--- src/rtl/gshare_branch_predictor_if.sv ---
// Lookup/train/perf-counter bundle between the pipeline (master) and the gshare predictor (slave).
interface gshare_branch_predictor_if #(
    parameter int XLEN     = 32,
    parameter int PHT_W    = 6,
    parameter int GHR_BITS = 6,
    parameter int CNT_W    = 32
);
    logic                lookup_valid;
    logic [XLEN-1:0]     lookup_pc;
    logic                pred_taken;
    logic [XLEN-1:0]     pred_target;
    logic                pred_hit;
    logic [PHT_W-1:0]    pred_idx;
    logic [GHR_BITS-1:0] pred_ghr;

    logic                upd_valid;
    logic [XLEN-1:0]     upd_pc;
    logic [PHT_W-1:0]    upd_idx;
    logic [GHR_BITS-1:0] upd_ghr;
    logic                upd_taken;
    logic [XLEN-1:0]     upd_target;
    logic                upd_mispredict;

    logic [CNT_W-1:0]    branch_count;
    logic [CNT_W-1:0]    mispred_count;

    modport master (
        output lookup_valid, lookup_pc,
        output upd_valid, upd_pc, upd_idx, upd_ghr, upd_taken, upd_target, upd_mispredict,
        input  pred_taken, pred_target, pred_hit, pred_idx, pred_ghr,
        input  branch_count, mispred_count
    );

    modport slave (
        input  lookup_valid, lookup_pc,
        input  upd_valid, upd_pc, upd_idx, upd_ghr, upd_taken, upd_target, upd_mispredict,
        output pred_taken, pred_target, pred_hit, pred_idx, pred_ghr,
        output branch_count, mispred_count
    );
endinterface

--- src/rtl/gshare_branch_predictor.sv ---
// gshare direction predictor + direct-mapped BTB with speculative GHR and saturating perf counters.
// Lookup is combinational (zero latency); training lands on the next rising edge; never stalls.
module gshare_branch_predictor #(
    parameter int XLEN        = 32,
    parameter int PHT_ENTRIES = 64,
    parameter int GHR_BITS    = 6,
    parameter int BTB_ENTRIES = 16,
    parameter int CNT_W       = 32
) (
    input  logic                     clk,
    input  logic                     rst,
    gshare_branch_predictor_if.slave bp
);
    localparam int PHT_W = $clog2(PHT_ENTRIES);
    localparam int BTB_W = $clog2(BTB_ENTRIES);
    localparam int TAG_W = XLEN - BTB_W - 2;

    logic [1:0]             pht_q     [PHT_ENTRIES];
    logic [1:0]             pht_d     [PHT_ENTRIES];
    logic [BTB_ENTRIES-1:0] btb_vld_q;
    logic [BTB_ENTRIES-1:0] btb_vld_d;
    logic [TAG_W-1:0]       btb_tag_q [BTB_ENTRIES];
    logic [TAG_W-1:0]       btb_tag_d [BTB_ENTRIES];
    logic [XLEN-1:0]        btb_tgt_q [BTB_ENTRIES];
    logic [XLEN-1:0]        btb_tgt_d [BTB_ENTRIES];
    logic [GHR_BITS-1:0]    ghr_q;
    logic [GHR_BITS-1:0]    ghr_d;
    logic [CNT_W-1:0]       br_cnt_q;
    logic [CNT_W-1:0]       br_cnt_d;
    logic [CNT_W-1:0]       mis_cnt_q;
    logic [CNT_W-1:0]       mis_cnt_d;

    logic [PHT_W-1:0] lk_idx;
    logic [BTB_W-1:0] lk_bidx;
    logic             lk_hit;
    logic             lk_taken;
    logic [BTB_W-1:0] up_bidx;
    logic             unused_bits;

    assign unused_bits = ^{bp.lookup_pc[1:0], bp.upd_pc[1:0], bp.upd_ghr[GHR_BITS-1]};

    // Lookup reads registered state only, so a same-cycle update is never bypassed.
    always_comb begin
        lk_idx   = bp.lookup_pc[PHT_W+1:2] ^ PHT_W'(ghr_q);
        lk_bidx  = bp.lookup_pc[BTB_W+1:2];
        lk_hit   = btb_vld_q[lk_bidx] && (btb_tag_q[lk_bidx] == bp.lookup_pc[XLEN-1:BTB_W+2]);
        lk_taken = lk_hit && pht_q[lk_idx][1];
    end

    assign bp.pred_idx      = lk_idx;
    assign bp.pred_ghr      = ghr_q;
    assign bp.pred_hit      = lk_hit;
    assign bp.pred_taken    = lk_taken;
    assign bp.pred_target   = lk_hit ? btb_tgt_q[lk_bidx] : '0;
    assign bp.branch_count  = br_cnt_q;
    assign bp.mispred_count = mis_cnt_q;

    assign up_bidx = bp.upd_pc[BTB_W+1:2];

    always_comb begin
        pht_d     = pht_q;
        btb_vld_d = btb_vld_q;
        btb_tag_d = btb_tag_q;
        btb_tgt_d = btb_tgt_q;
        br_cnt_d  = br_cnt_q;
        mis_cnt_d = mis_cnt_q;
        if (bp.upd_valid) begin
            if (bp.upd_taken) begin
                if (pht_q[bp.upd_idx] != 2'b11) pht_d[bp.upd_idx] = pht_q[bp.upd_idx] + 2'd1;
                btb_vld_d[up_bidx] = 1'b1;
                btb_tag_d[up_bidx] = bp.upd_pc[XLEN-1:BTB_W+2];
                btb_tgt_d[up_bidx] = bp.upd_target;
            end else if (pht_q[bp.upd_idx] != 2'b00) begin
                pht_d[bp.upd_idx] = pht_q[bp.upd_idx] - 2'd1;
            end
            if (br_cnt_q != '1) br_cnt_d = br_cnt_q + 1'b1;
            if (bp.upd_mispredict && (mis_cnt_q != '1)) mis_cnt_d = mis_cnt_q + 1'b1;
        end
    end

    // A mispredict repairs history from the branch's checkpoint and drops any concurrent lookup shift.
    always_comb begin
        ghr_d = ghr_q;
        if (bp.upd_valid && bp.upd_mispredict) begin
            ghr_d = GHR_BITS'({bp.upd_ghr, bp.upd_taken});
        end else if (bp.lookup_valid && lk_hit) begin
            ghr_d = GHR_BITS'({ghr_q, lk_taken});
        end
    end

    always_ff @(posedge clk) begin
        if (rst) begin
            for (int i = 0; i < PHT_ENTRIES; i++) pht_q[i] <= 2'b01;
            btb_vld_q <= '0;
            ghr_q     <= '0;
            br_cnt_q  <= '0;
            mis_cnt_q <= '0;
        end else begin
            pht_q     <= pht_d;
            btb_vld_q <= btb_vld_d;
            btb_tag_q <= btb_tag_d;
            btb_tgt_q <= btb_tgt_d;
            ghr_q     <= ghr_d;
            br_cnt_q  <= br_cnt_d;
            mis_cnt_q <= mis_cnt_d;
        end
    end
endmodule

--- src/flat_wrapper.sv ---
// flat-port wrapper written by rule: the top's interface ports become plain ports
module gshare_branch_predictor_flat 
#(
    parameter int XLEN        = 32,
    parameter int PHT_ENTRIES = 64,
    parameter int GHR_BITS    = 6,
    parameter int BTB_ENTRIES = 16,
    parameter int CNT_W       = 32
)
  (clk, rst, bp_lookup_valid, bp_lookup_pc, bp_upd_valid, bp_upd_pc, bp_upd_idx, bp_upd_ghr, bp_upd_taken, bp_upd_target, bp_upd_mispredict, bp_pred_taken, bp_pred_target, bp_pred_hit, bp_pred_idx, bp_pred_ghr, bp_branch_count, bp_mispred_count);
  gshare_branch_predictor_if #(.XLEN(XLEN), .PHT_W((6)), .GHR_BITS(GHR_BITS), .CNT_W(CNT_W)) bp_i ();
  input  logic clk;
  input  logic rst;
  input wire logic [$bits(bp_i.lookup_valid)-1:0] bp_lookup_valid;
  input wire logic [$bits(bp_i.lookup_pc)-1:0] bp_lookup_pc;
  input wire logic [$bits(bp_i.upd_valid)-1:0] bp_upd_valid;
  input wire logic [$bits(bp_i.upd_pc)-1:0] bp_upd_pc;
  input wire logic [$bits(bp_i.upd_idx)-1:0] bp_upd_idx;
  input wire logic [$bits(bp_i.upd_ghr)-1:0] bp_upd_ghr;
  input wire logic [$bits(bp_i.upd_taken)-1:0] bp_upd_taken;
  input wire logic [$bits(bp_i.upd_target)-1:0] bp_upd_target;
  input wire logic [$bits(bp_i.upd_mispredict)-1:0] bp_upd_mispredict;
  output wire logic [$bits(bp_i.pred_taken)-1:0] bp_pred_taken;
  output wire logic [$bits(bp_i.pred_target)-1:0] bp_pred_target;
  output wire logic [$bits(bp_i.pred_hit)-1:0] bp_pred_hit;
  output wire logic [$bits(bp_i.pred_idx)-1:0] bp_pred_idx;
  output wire logic [$bits(bp_i.pred_ghr)-1:0] bp_pred_ghr;
  output wire logic [$bits(bp_i.branch_count)-1:0] bp_branch_count;
  output wire logic [$bits(bp_i.mispred_count)-1:0] bp_mispred_count;
  assign bp_i.lookup_valid = bp_lookup_valid;
  assign bp_i.lookup_pc = bp_lookup_pc;
  assign bp_i.upd_valid = bp_upd_valid;
  assign bp_i.upd_pc = bp_upd_pc;
  assign bp_i.upd_idx = bp_upd_idx;
  assign bp_i.upd_ghr = bp_upd_ghr;
  assign bp_i.upd_taken = bp_upd_taken;
  assign bp_i.upd_target = bp_upd_target;
  assign bp_i.upd_mispredict = bp_upd_mispredict;
  assign bp_pred_taken = bp_i.pred_taken;
  assign bp_pred_target = bp_i.pred_target;
  assign bp_pred_hit = bp_i.pred_hit;
  assign bp_pred_idx = bp_i.pred_idx;
  assign bp_pred_ghr = bp_i.pred_ghr;
  assign bp_branch_count = bp_i.branch_count;
  assign bp_mispred_count = bp_i.mispred_count;
  gshare_branch_predictor #(.XLEN(XLEN), .PHT_ENTRIES(PHT_ENTRIES), .GHR_BITS(GHR_BITS), .BTB_ENTRIES(BTB_ENTRIES), .CNT_W(CNT_W)) u_core (.clk(clk), .rst(rst), .bp(bp_i));
endmodule
--- config.mk ---
export PLATFORM = sky130hd
export DESIGN_NAME = gshare_branch_predictor_flat
export DESIGN_NICKNAME = d
export VERILOG_FILES = /design/src/rtl/gshare_branch_predictor_if.sv /design/src/rtl/gshare_branch_predictor.sv /design/src/flat_wrapper.sv
export SDC_FILE = /design/constraint.sdc
export NUM_CORES = 1
export LEC_CHECK = 0
export CAP_MARGIN = 20
export CORE_MARGIN = 8
export CORE_UTILIZATION = 45
export DETAILED_ROUTE_END_ITERATION = 8
export PLACE_DENSITY_LB_ADDON = 0.2
export SKIP_CTS_REPAIR_TIMING = 1
export SLEW_MARGIN = 20
export SYNTH_ARGS = -nofsm -noshare
export SYNTH_HDL_FRONTEND = slang
export SYNTH_SLANG_ARGS = --single-unit
--- constraint.sdc ---
create_clock -name clk -period 9.2 [get_ports clk]
set_input_delay 2.76 -clock clk [delete_from_list [all_inputs] [get_ports clk]]
set_output_delay 2.76 -clock clk [all_outputs]
set_load 0.05 [all_outputs]
==> flow_summary.ini <==
[worst_setup_path]
endpoint_kind = primary output
path_buf_inv = 4
worstSetupStartpointType = primary input
cp_data_arrival_time_ns = 6.20
path_cells = buf_8 -> mux2_2 -> or3_1 -> a31o_2 -> a2111oi_0 -> buf_4 -> a41o_1 -> and3_1 -> nand4_4 -> buf_12 -> and2b_1 -> buf_12
cp.depth = 12
cp_slowest_cell = a2111oi_0
cpPeakStageDelay_ns = 0.61
worst-r2r-setup-slack_ns = 5.30
path_class = in -> out
critPathMaxFanout = 34
cp_top_family = simple AND/OR/NAND/NOR gates
cp_common_cell = buf_12
reg2reg_depth = 9
required_ns = 6.44

[floorplan]
ios = 224
rows = 117
die_area_um2 = 113000
die_h_um = 337
die_x_um = 337
core_area_um2 = 102000
start_util = 0.454

[finish]
final_common_cell = edfxtp_1
drive_gt1_frac = 0.206
fin_nets = 3120
synthToLayoutAreaGrowth_pct = 17.3
instances_no_fill = 4464
final_cell_mix = edfxtp_1, mux4_2, dfxtp_1
design_area_um2 = 54200
utilization = 0.532

[sta]
hold_ws_ns = 0.463
clock_skew_ns = 0.0348
relSlewSlack = 0.255
final.setup.tns_ns = 0
drv_slew = 0
fmax_mhz = 112
rsz0062_at_grt = false
fin_crit_sh = 0.974
fin_crit_ns = 8.96
tightestPinTransition_ns = 1.11
finalWorstSetupSlack_ns = 0.236
hold_viol_final = 0
setup_viol = 0

[synth]
yosys-mux-area-fraction = 0.142
synthFlopType = edfxtp_1
synth_edf_count = 928
ys_seq_elements = 1142
synth_top_area_frac = 0.603
synth_top_area_cell = edfxtp_1
syn-num-nets = 2875
synthAdderAreaFrac = 0.00108
syn_avg_cell_area_um2 = 16.8
synthTopCellsByArea = edfxtp_1, mux4_2, dfxtp_1
syn_inst = 2757
synth_compound_area_frac = 0.0529
asyncSetResetFlopFracSynth = 0
synth_top_family_by_area = multiplexers
ys_seq_area_frac = 0.695
synthDistinctLibCells = 80
synth_area_um2 = 46200
yosys.area_share.simple = 0.0707
ys_warn_count = 0
synth_xor_area_frac = 0.0168

[clock_network]
cts_tree = yes
clock_latency_ns = 0.70
path_clk_slew_ns = 0.05
cts_buffer_depth = 3
numClockSinks = 1142
h-tree-depth = 3
numCtsBuffers = 114
clockRootBuffer = clkbuf_16

[placed_design]
place_hpwl_mm = 67.0
dpl-instance-area_um2 = 50500
routabilityCongestion = 0.847
port-buffer-count = 218
dp_cells = 4253
dp_slack_ns = 0.174

[worst_hold_path]
hold_depth = 1
holdCritPathClass = reg -> reg

[power]
power_mw = 10.8
ir_drop_uv = 167
leakagePower_nw = 17.2
p_per_area_nw_per_um2 = 199

[route]
wl_mm = 116
remaining_drc_errors = 0
wire_per_inst_um = 25.9
drt_iter0_drc = 2642
ant_nets = 0
avgViaCountPerCell = 5.88
dr.pass1.iters = 6
num_vias = 26200

[run_status]
status = finished, final reports clean

[global_routing]
antenna_found_initial = 15
grt_pass1_wl_mm = 172
grt.total_usage = 0.201
grt_max_degree = 93
grt_pass1_vias = 27000
overflow = 0

[run]
drv_cap = 0
==> routing by layer <==
metal,part of all wire,vias to the layer above,wire length [µm],GRT usage
li1,-,11400,-,-
met1,0.42,13600,48200,0.268
met2,0.49,951,56900,0.338
met3,0.064,210,7440,0.0375
met4,0.027,16,3140,0.0575
met5,0.00092,-,106,0
==> registers in the layout, indices dropped and copies added, names as in the netlist, named ones only <==
register,count
u_core.bp.branch_count,32
u_core.btb_tgt_q,512
u_core.bp.pred_ghr,6
u_core.bp.mispred_count,32
u_core.pht_q,64
u_core.btb_tag_q,416
u_core.btb_vld_q,16
==> worst register-to-register path, stage by stage (launching register included) <==
cell,delay [ns]
dfxtp_1,0.32
a22oi_1,0.19
nand4_1,0.21
a22o_1,0.27
or4_2,0.74
ha_1,0.22
mux2i_1,0.37
and3_1,0.87
nand2_1,0.25
a211o_1,0.35
==> power by group <==
group	internal, mW	leakage, nW	switching [mW]
sequential	5.62	10.1	0.0131
clock	2.57	1.77	1.94
combinational	0.255	5.31	0.397
total	8.45	17.2	2.35
==> synthesized netlist by cell type (15+ instances only) <==
master	number
a211o_1	65
a21oi_1	72
a22oi_1	77
and3_1	19
buf_1	15
buf_2	36
clkbuf_1	92
dfxtp_1	214
edfxtp_1	928
inv_1	34
mux2i_1	28
mux4_2	267
nand2_1	189
nand3_1	116
nand4_1	32
nor2_1	199
nor2b_2	28
nor3_1	16
o22ai_1	22
xnor2_1	31
xor2_1	56
==> cell type report <==
class,count,area (µm²)
inverter,35,133
sequential,1142,32200
clock buffer,140,3040
timing repair buffer,297,3280
clock inverter,66,618
tap,1368,1710
multi-input combinational,1412,13300
antenna,4,10.0
fill,8082,47600
==> worst max path at each step <==
stage / from / endpoint / slack [ns]
after floorplan: bp_lookup_pc[3] / bp_pred_target[10] / 0.91
after global placement: bp_lookup_pc[3] / bp_pred_target[1] / 0.16
after detailed placement: bp_lookup_pc[3] / bp_pred_target[31] / 0.17
after CTS: bp_lookup_pc[3] / bp_pred_target[2] / 0.14
after global routing: bp_lookup_pc[3] / bp_pred_target[2] / 0.06
final: bp_lookup_pc[3] / bp_pred_target[2] / 0.24
==> kinds of logic after synthesis <==
logic type                 Yosys count
DFF                               1142
and+or+nand+nor                    677
AOI/OAI and AO/OA                  333
muxes                              310
buffers and inverters              203
xor gates and xnor gates            88
adders and majority gates            4
(Power assumes the default switching activity.)
